## src/rtl/fft32_reorder_pkg.sv

```systemverilog
// fft32_reorder_pkg: frame-size constants, log2n-bit bit-reversal helper and read-state encoding
package fft32_reorder_pkg;
  localparam int LOG2N = 5;
  localparam int N = 1 << LOG2N;
  localparam int NH = N / 2;
  typedef enum logic {IDLE, RUN} rd_state_t;
  function automatic logic [15:0] bitrev(input logic [15:0] a, input int bits);
    logic [15:0] r;
    r = '0;
    for (int i = 0; i < bits; i++) r[i] = a[bits-1-i];
    return r;
  endfunction
endpackage

```

## src/rtl/fft32_reorder_bank.sv

```systemverilog
// fft32_reorder_bank: N-entry complex register bank; i_clk, dual write (i_we, i_wa0/1, i_wd0/1), dual read of entries 2*i_ra and 2*i_ra+1 (o_rd0/1)
module fft32_reorder_bank import fft32_reorder_pkg::*; #(
  parameter int width = 8,
  parameter int log2n = LOG2N
) (
  input  logic               i_clk,
  input  logic               i_we,
  input  logic [log2n-1:0]   i_wa0,
  input  logic [log2n-1:0]   i_wa1,
  input  logic [2*width-1:0] i_wd0,
  input  logic [2*width-1:0] i_wd1,
  input  logic [log2n-2:0]   i_ra,
  output logic [2*width-1:0] o_rd0,
  output logic [2*width-1:0] o_rd1
);
  logic [2*width-1:0] r_mem [1 << log2n];
  always_ff @(posedge i_clk)
    if (i_we) begin
      r_mem[i_wa0] <= i_wd0;
      r_mem[i_wa1] <= i_wd1;
    end
  assign o_rd0 = r_mem[{i_ra, 1'b0}];
  assign o_rd1 = r_mem[{i_ra, 1'b1}];
endmodule

```

## src/rtl/fft32_reorder.sv

```systemverilog
// fft32_reorder: ping-pong bit-reversed to natural order reorder; CLK/RST/ce, beat in (valid_i, x*, y*), beat out (valid_o, sof_o, bin_o, x*_o, y*_o)
module fft32_reorder import fft32_reorder_pkg::*; #(
  parameter int width = 8,
  parameter int log2n = LOG2N
) (
  input  logic             CLK,
  input  logic             RST,
  input  logic             ce,
  input  logic             valid_i,
  input  logic [width-1:0] xr,
  input  logic [width-1:0] xi,
  input  logic [width-1:0] yr,
  input  logic [width-1:0] yi,
  output logic             valid_o,
  output logic             sof_o,
  output logic [log2n-2:0] bin_o,
  output logic [width-1:0] xr_o,
  output logic [width-1:0] xi_o,
  output logic [width-1:0] yr_o,
  output logic [width-1:0] yi_o
);
  localparam logic [log2n-2:0] LAST = '1;
  rd_state_t r_state, w_state_nx;
  logic [log2n-2:0] r_wcnt, r_rcnt, w_rcnt_nx;
  logic r_wbank, r_rbank, w_rbank_nx;
  logic w_wr, w_arm, w_rlast;
  logic [log2n-1:0] w_wa0, w_wa1;
  logic [2*width-1:0] w_rd0 [2];
  logic [2*width-1:0] w_rd1 [2];
  assign w_wr = ce & valid_i;
  assign w_arm = w_wr & (r_wcnt == LAST);
  assign w_rlast = (r_state == RUN) && (r_rcnt == LAST);
  assign w_wa0 = log2n'(bitrev(16'({r_wcnt, 1'b0}), log2n));
  assign w_wa1 = log2n'(bitrev(16'({r_wcnt, 1'b1}), log2n));
  for (genvar b = 0; b < 2; b++) begin : g_bank
    fft32_reorder_bank #(.width(width), .log2n(log2n)) u_bank (
      .i_clk(CLK),
      .i_we (w_wr & (r_wbank == 1'(b))),
      .i_wa0(w_wa0),
      .i_wa1(w_wa1),
      .i_wd0({xr, xi}),
      .i_wd1({yr, yi}),
      .i_ra (r_rcnt),
      .o_rd0(w_rd0[b]),
      .o_rd1(w_rd1[b])
    );
  end
  always_ff @(posedge CLK or negedge RST)
    if (!RST) begin
      r_state <= IDLE;
      r_rcnt  <= '0;
      r_rbank <= 1'b0;
      r_wcnt  <= '0;
      r_wbank <= 1'b0;
    end else if (ce) begin
      r_state <= w_state_nx;
      r_rcnt  <= w_rcnt_nx;
      r_rbank <= w_rbank_nx;
      if (valid_i) r_wcnt <= r_wcnt + 1'b1;
      if (w_arm) r_wbank <= ~r_wbank;
    end
  always_comb begin
    w_state_nx = (w_arm || (r_state == RUN && !w_rlast)) ? RUN : IDLE;
    w_rcnt_nx  = (w_arm || r_state == IDLE) ? '0 : r_rcnt + 1'b1;
    w_rbank_nx = w_arm ? r_wbank : r_rbank;
  end
  always_ff @(posedge CLK or negedge RST)
    if (!RST) begin
      {valid_o, sof_o, bin_o, xr_o, xi_o, yr_o, yi_o} <= '0;
    end else if (ce) begin
      valid_o <= r_state == RUN;
      sof_o   <= (r_state == RUN) && (r_rcnt == '0);
      if (r_state == RUN) begin
        bin_o        <= r_rcnt;
        {xr_o, xi_o} <= w_rd0[r_rbank];
        {yr_o, yi_o} <= w_rd1[r_rbank];
      end
    end
endmodule

```

## config.mk

```make
export PLATFORM = sky130hd
export DESIGN_NAME = fft32_reorder
export DESIGN_NICKNAME = d
export VERILOG_FILES = /design/src/rtl/fft32_reorder_pkg.sv /design/src/rtl/fft32_reorder_bank.sv /design/src/rtl/fft32_reorder.sv
export SDC_FILE = /design/constraint.sdc
export NUM_CORES = 1
export LEC_CHECK = 0
export CORE_ASPECT_RATIO = 1.2
export CORE_UTILIZATION = 45
export CTS_CLUSTER_DIAMETER = 80
export DETAILED_ROUTE_END_ITERATION = 8
export DONT_BUFFER_PORTS = 1
export SLEW_MARGIN = 5
export SYNTH_ARGS = -nofsm -noshare
export SYNTH_HDL_FRONTEND = slang
export SYNTH_HIERARCHICAL = 1
export SYNTH_SLANG_ARGS = --single-unit
```

## constraint.sdc

```tcl
create_clock -name CLK -period 7.3 [get_ports CLK]
set_input_delay 1.095 -clock CLK [delete_from_list [all_inputs] [get_ports CLK]]
set_output_delay 1.095 -clock CLK [all_outputs]
set_load 0.05 [all_outputs]
```

# ---- After elaboration in Yosys (flattened, before gate mapping)
# Memories as Yosys holds them, arrays and structs flattened.
# Index checks and enable logic that the tools add are counted.
dict set report totals {
  output_inout_bits 38
  ramBits 1024
  inputBits 36
  memories 2
  ff_bits 49
  wordCells 48
}
dict set report classes {
  n_eq_ne 2
  n_addsub 2
  reduce_logical 10
  n_lt_le_gt_ge 1
  n_mux 12
  n_bitwise 7
}
# name words word_bits read_ports rd_ports_with_merged_regs wr line
set memory_table {}
lappend memory_table {{g_bank[0].u_bank.r_mem} 32 16 2 0 2 fft32_reorder_bank.sv:16} ;# logic [2*width-1:0] r_mem [1 << log2n];
lappend memory_table {{g_bank[1].u_bank.r_mem} 32 16 2 0 2 fft32_reorder_bank.sv:16}
# operator n
set op_table {}
lappend op_table {{$mux 16} 6}
lappend op_table {{$add 4x1->4 const B} 2}
lappend op_table {{$eq 4x4->1 const B} 2}
lappend op_table {{$reduce_and 2->1} 3}
lappend op_table {{$mux 1} 5}
lappend op_table {{$and 1x1->1} 4}
lappend op_table {{$logic_not 4->1} 1}
lappend op_table {{$mux 4} 1}
lappend op_table {{$logic_and 1x1->1} 3}
lappend op_table {{$ge 2x2->1 const B} 1}
lappend op_table {{$logic_or 1x1->1} 2}
lappend op_table {{$not 1->1} 2}
lappend op_table {{$not 1->2} 1}
lappend op_table {{$logic_not 1->1} 1}

# ---- Depth between registers and ports, before layout
# Gate-level depths: netlist of the first run.
dict set report logic_depth {
  depth_word 6
  ltp_mapped 9
  mapped_depth_nobuf 5
}

# ---- Cells and area by module
# The synthesis of the first run kept the hierarchy.
# module seq_area_each_um2 cells_per_inst n_inst area_per_inst_um2
set modules_own_cells {}
lappend modules_own_cells {fft32_reorder_bank 15374.7 1533 2 26222.6}
lappend modules_own_cells {fft32_reorder 1226.2 213 1 2298.5}

# ---- Worst setup path after synthesis of the first run
# OpenSTA, ideal clock, no wires.
dict set report synth_path {
  kind {input port to flip-flop}
  startpoint {in ce}
  endpoint {mem g_bank[1].u_bank/r_mem[12][0] in the netlist's numbering, enable pin}
  arrival_ps 3602
  path_buffers 4
  setup_ps 411
  stages 7
  t_required_ps 6889
  path_slack_ps 3287
  cell_sequence {buf_6 -> buf_2 -> and3_1 -> buf_6 -> or3b_2 -> clkbuf_1 -> o21ai_0}
}
# item line
set synth_lines {}
lappend synth_lines {{start, declared} fft32_reorder.sv:8} ;# input logic ce,
lappend synth_lines {{end, declared} fft32_reorder_bank.sv:16}

==> results of run 1 <==
-- where the power goes --
group / switching (mW) / internal [mW] / total, mW / leakage (nW)
combinational: 1.80 / 1.55 / 3.35 / 7.25
clock: 2.46 / 3.38 / 5.83 / 1.83
sequential: 0.572 / 7.04 / 7.61 / 9.83
-- through the flow --
step / area [um2] / hold WS (ns) / total power, mW / cells / setup slack [ns]
floorplan: 54800 / 0.472 / 10.2 / 3295 / 3.29
global placement: 55700 / 0.545 / 11.0 / 4599 / 3.05
detailed placement: 55700 / 0.540 / 11.1 / 4599 / 2.95
CTS: 59500 / 0.0210 / 16.9 / 4814 / 3.71
global route: 59500 / 0.0499 / 17.3 / 4814 / 3.63
finish: 59500 / 0.0705 / 16.8 / 4815 / 3.80
-- logic make-up (layout without fill, tap and decap cells) --
logic type | Yosys count | after routing | synth area share
AOI/OAI and AO/OA | 237 | 237 | 0.0284
xor gates and xnor gates | 4 | 4 | 0.000640
adders and majority gates | 3 | 3 | 0.000686
buffers and inverters | 396 | 294 | 0.0338
DFF | 1073 | 1073 | 0.584
muxes | 1315 | 1315 | 0.325
other | 2 | 19 | 0.000137
and+or+nand+nor | 249 | 249 | 0.0274
-- path summary, 6_finish.rpt --
check	start	to	slack, ns	cells after the start
hold reg to reg	r_wbank	r_wbank	0.55	1
setup reg to reg	r_rcnt[0]	xr_o[6]	3.80	6
min in group CLK	ce	r_rcnt[3]	0.47	1
setup / recovery	r_rcnt[0]	xr_o[6]	3.80	6
hold / removal	RST	yr_o[6]	0.07	0
max in group asynchronous	RST	r_rcnt[1]	7.05	0
-- sequential cells by signal, indices dropped and copies added (netlist names) --
signal,cells
r_wbank,1
r_state,1
yi_o,8
bin_o,4
yr_o,8
xi_o,8
r_rbank,1
g_bank.u_bank/r_mem,1024
sof_o,1
valid_o,1
xr_o,8
r_wcnt,4
r_rcnt,4
-- placed cells by master (no fill, tap or decap), drive strengths merged, types with 49 or more instances in the layout --
cell	netlist	routed
buf	139	74
clkinv	0	52
mux2	1026	1026
edfxtp	1024	1024
mux4	256	256
nand2	143	143
clkbuf	252	142
dfrtp	49	49
a22oi	128	128
o21ai	77	77
-- worst register-to-register path, stage by stage (launching register included) --
cell and delay (ns):
dfrtp_4 0.85, buf_12 0.52, mux4_2 0.97, a22oi_1 0.42, nand2_1 0.31, mux2i_1 0.22
o21ai_1 0.07
-- Yosys cell counts, types with 2 or more instances --
| master | number |
|---|---|
| and2_1 | 3 |
| nor4b_4 | 2 |
| o21bai_1 | 2 |
| mux2_4 | 36 |
| mux2_2 | 974 |
| buf_2 | 94 |
| edfxtp_1 | 1024 |
| o21ai_0 | 43 |
| ha_1 | 3 |
| buf_12 | 2 |
| nand4_2 | 2 |
| nand2_1 | 110 |
| and4bb_2 | 6 |
| clkbuf_1 | 252 |
| nor2b_1 | 9 |
| nand3_1 | 6 |
| mux4_2 | 256 |
| or3_1 | 8 |
| nor2_1 | 10 |
| nand3b_1 | 11 |
| nor2_2 | 22 |
| dfrtp_1 | 49 |
| conb_1 | 2 |
| mux2i_1 | 33 |
| inv_1 | 5 |
| xor2_1 | 2 |
| mux2_1 | 16 |
| xnor2_1 | 2 |
| nor3_4 | 2 |
| nand2_2 | 32 |
| a22oi_1 | 128 |
| o22ai_1 | 27 |
| o21ai_1 | 34 |
| buf_1 | 8 |
| nand2b_1 | 5 |
| and2_0 | 2 |
| nand4b_2 | 2 |
| nand4b_4 | 4 |
| buf_4 | 13 |
| or3b_2 | 6 |
| buf_6 | 22 |
-- final cells by class --
| class | instances | share of cell area |
|---|---|---|
| repair buffers | 74 | 0.0104 |
| well taps | 1621 | 0.0341 |
| diodes | 1 | 0.0000421 |
| inverters | 5 | 0.000316 |
| flip-flops and latches | 1073 | 0.538 |
| multi-input cells | 1826 | 0.355 |
| clock buffers | 142 | 0.0513 |
| clock inverters | 73 | 0.0114 |
-- layer usage --
| layer | wire, um | track usage | up-vias |
|---|---|---|---|
| li1 | - | - | 12700 |
| met1 | 63500 | 0.333 | 16300 |
| met2 | 80500 | 0.444 | 1061 |
| met3 | 9040 | 0.0312 | 246 |
| met4 | 4790 | 0.0878 | 2 |
| met5 | 12 | 0 | - |
==> results.yml, run 1 <==
job:
  maxCapViolations: 0
placement:
  place.gp.congestion: 0.781
  io_buffers: 0
  dp_hpwl_um: 88600
worst_setup_path:
  critPathMaxStageDelay_ns: 0.85
  path_cells: "buf_12, mux4_2, a22oi_1, nand2_1, mux2i_1, o21ai_1"
  crit_required_ns: 7.87
  cp.arrival_ns: 4.08
  start_kind: "flop"
  crit_family: "multiplexers"
  crit_buf_inv: 1
  cp-end-kind: "flop"
  cpMaxStageDelayCell: "dfrtp_4"
  path_max_fanout: 84
  worstSetupPathType: "flop to flop"
clock_network:
  cts_setup_buffers: 0
  clk_pin_slew_ns: 0.06
  htreeDepth: 3
  clkSinkCount: 1073
  clockBufferDepth: 3
  clk-insertion-delay-late_ns: 0.73
  cts_hold_buffers: 0
  cts_buffers: 113
  post_cts_resized: 0
  clockRootBuffer: "clkbuf_16"
  tritoncts: "done"
synthesis:
  ys_seq_area_frac: 0.584
  netlist_area_um2: 54700
  synth_ff_type: "edfxtp_1"
  synth-edff-count: 1024
  ys_types: 51
  synth-async-reset-ratio: 0.0457
  ys_warn_count: 6
  synthTopCellsByArea: "edfxtp_1 56%, mux2_2 20%, mux4_2 11%"
  synth_top_area_cell: "edfxtp_1"
  syn_avg_cell_area_um2: 16.7
  yosysTopAreaCellShare: 0.562
  synth_seq_cells: 1073
  synth_cells: 3279
global_routing:
  grt_antenna_before_repair: 3
  track_usage: 0.256
  grt_pass1_wl_um: 226000
  grt_pass1_vias: 31200
  grt_max_degree: 127
  overflow: 0
cells_and_area:
  fin_util: 0.495
  fill_cells: 10000
  nNetsFinal: 3132
  drive_above_1_share: 0.506
  multi_input_area_um2: 21100
  area_growth_syn_to_layout_pct: 8.65
  regArea_um2: 32000
drt:
  wl_um: 158000
  ant_nets: 0
  drc_errors: 0
  wire_per_inst_um: 32.8
  via_per_inst: 6.29
  first_iter_violations: 2926
  vias: 30300
  dr.pass1.iters: 5
floorplan:
  core_area_um2: 120000
  die_w_um: 320
  die_y_um: 384
  die_area_um2: 123000
  start_util: 0.456
  num_rows: 139
  pin_count: 74
sta:
  min_period_ns: 3.50
  hold_viol_final: 0
  skew_ns: 0.0278
  max_freq_mhz: 286
  worst_pin_slew_ns: 1.28
  fin_crit_sh: 0.480
  slew_viol_final: 0
  max_slew_margin: 0.146
  finalSetupTns_ns: 0
  setup_viol: 0
  rsz0062_at_grt: "no"
hold_path:
  hold_path.class: "primary input to asynchronous set/reset pin"
outcome:
  outcome: "complete, no violations"
power_and_ir_drop:
  power.leakage_nw: 18.9
  peakVddDrop_uv: 234
  powerDensity_nw_per_um2: 282
Note: power is estimated with default switching activity, not from simulation.
==> run 2: changes to the inputs <==
==> constraint.sdc (replaced) <==
create_clock -name CLK -period 3.6 [get_ports CLK]
set_input_delay 0.54 -clock CLK [delete_from_list [all_inputs] [get_ports CLK]]
set_output_delay 0.54 -clock CLK [all_outputs]
set_load 0.05 [all_outputs]
==> results.yml, run 2 (synthesis gave the netlist of run 1 again) <==
outcome:
  outcome: "complete, no violations"
power_and_ir_drop:
  p_int_mw: 24.6
  peakVddDrop_uv: 433
  sequentialPowerShare: 0.454
  p_sw_frac: 0.287
  powerDensity_nw_per_um2: 571
  power.leakage_nw: 19.4
  power_frac_clock: 0.342
  combPwrFrac: 0.204
  power.switching_mw: 9.90
drt:
  drc_errors: 0
  ant_nets: 0
  dr.pass1.iters: 5
  via_per_inst: 6.26
  first_iter_violations: 3049
  wl_um: 163000
  vias: 30700
  wire_per_inst_um: 33.1
sta:
  worst_pin_slew_ns: 1.26
  fin_crit_sh: 0.864
  hold_viol_final: 0
  finalSetupTns_ns: 0
  min_period_ns: 3.11
  max_slew_margin: 0.158
  max_freq_mhz: 322
  rsz0062_at_grt: "no"
  slew_viol_final: 0
  skew_ns: 0.0245
  holdWs_ns: 0.0419
  setup_viol: 0
cells_and_area:
  nNetsFinal: 3233
  drive_above_1_share: 0.511
  regArea_um2: 32000
  largest_register: "g_bank.u_bank/r_mem"
  diodes: 0
  multi_input_area_um2: 21100
  layout_commonest_cell: "edfxtp_1"
  fill_cells: 9875
  fin_util: 0.503
  largest_reg_flops: 1024
  final_cell_mix: "1,024 x edfxtp_1, 974 x mux2_2, 256 x mux4_2"
  area_growth_syn_to_layout_pct: 10.3
floorplan:
  num_rows: 139
  die_area_um2: 123000
  die_y_um: 384
  pin_count: 74
  die_w_um: 320
  core_area_um2: 120000
  start_util: 0.456
clock_network:
  clockBufferDepth: 3
  tritoncts: "done"
  cts_setup_buffers: 0
  cts_buffers: 111
  clkSinkCount: 1073
  clk_pin_slew_ns: 0.07
  clk-insertion-delay-late_ns: 0.73
  clockRootBuffer: "clkbuf_16"
  htreeDepth: 3
worst_setup_path:
  path_cells: "nand2b_1, nor2_2, buf_4, mux2_2, dlygate4sd3_1"
  crit_family: "flip-flops"
  crit_buf_inv: 2
  critPathMaxStageDelay_ns: 0.90
  worstSetupPathType: "flop to flop"
  cpMaxStageDelayCell: "dfrtp_1"
  crit_required_ns: 4.08
  path_max_fanout: 23
  cp.arrival_ns: 3.59
  cp-end-kind: "flop"
  start_kind: "flop"
placement:
  dp_hpwl_um: 94400
  io_buffers: 0
  place.gp.congestion: 0.825
global_routing:
  grt_pass1_wl_um: 233000
  overflow: 0
  grt_max_degree: 73
  grt_pass1_vias: 31800
  grt_antenna_before_repair: 4
  track_usage: 0.264
job:
  maxCapViolations: 0
hold_path:
  hold_path.class: "primary input to flop"
-- run 2: final timing paths --
check,start,endpoint,slack [ns],cells after the start
min,xr[1],g_bank[0].u_bank/r_mem[11][9],0.04,1
min in group asynchronous,RST,yi_o[7],0.44,2
max,r_wcnt[3],g_bank[1].u_bank/r_mem[21][11],0.49,5
max reg2reg,r_wcnt[3],g_bank[1].u_bank/r_mem[21][11],0.49,5
max in group asynchronous,RST,r_rcnt[0],2.74,2
min reg2reg,r_wbank,r_wbank,0.54,1
-- run 2: power groups by stage --
stage | sequential, mW | clock [mW] | combinational [mW]
floorplan | 15.4 | 0 | 5.30
global placement | 15.9 | 0 | 6.85
detailed placement | 15.9 | 0 | 6.94
CTS | 15.7 | 12.0 | 7.02
global route | 15.7 | 12.4 | 7.49
finish | 15.7 | 11.8 | 7.03
-- run 2: routing by layer --
metal | share of wire | up-vias | global-route usage | wire, um
li1 | - | 12800 | - | -
met1 | 0.40 | 16500 | 0.338 | 64400
met2 | 0.51 | 1173 | 0.456 | 82500
met3 | 0.073 | 220 | 0.0517 | 11900
met4 | 0.024 | 0 | 0.0752 | 3850
met5 | 0 | - | 0 | 0
-- run 2: area by class of cell --
| cell class | count | area share |
|---|---|---|
| sequential | 1073 | 0.530 |
| clock buffer | 151 | 0.0509 |
| timing repair buffer | 177 | 0.0264 |
| multi-input combinational | 1826 | 0.349 |
| tap | 1621 | 0.0336 |
| clock inverter | 57 | 0.0101 |
| inverter | 5 | 0.000311 |
-- run 2: what timing repair did --
item	4_1_cts	5_1_grt
hold buffers	25	0
hold endpoints to repair	94	0
resized for setup	0	0
-- run 2: stage by stage --
stage | total power [mW] | instance area, um2 | std cells | setup slack [ns]
2_1_floorplan | 20.7 | 54800 | 3295 | 0.142
3_3_place_gp | 22.8 | 56500 | 4677 | 0.571
3_5_place_dp | 22.9 | 56500 | 4677 | 0.577
4_1_cts | 34.7 | 60400 | 4910 | 0.575
5_1_grt | 35.6 | 60400 | 4910 | 0.343
6_report | 34.5 | 60400 | 4910 | 0.490
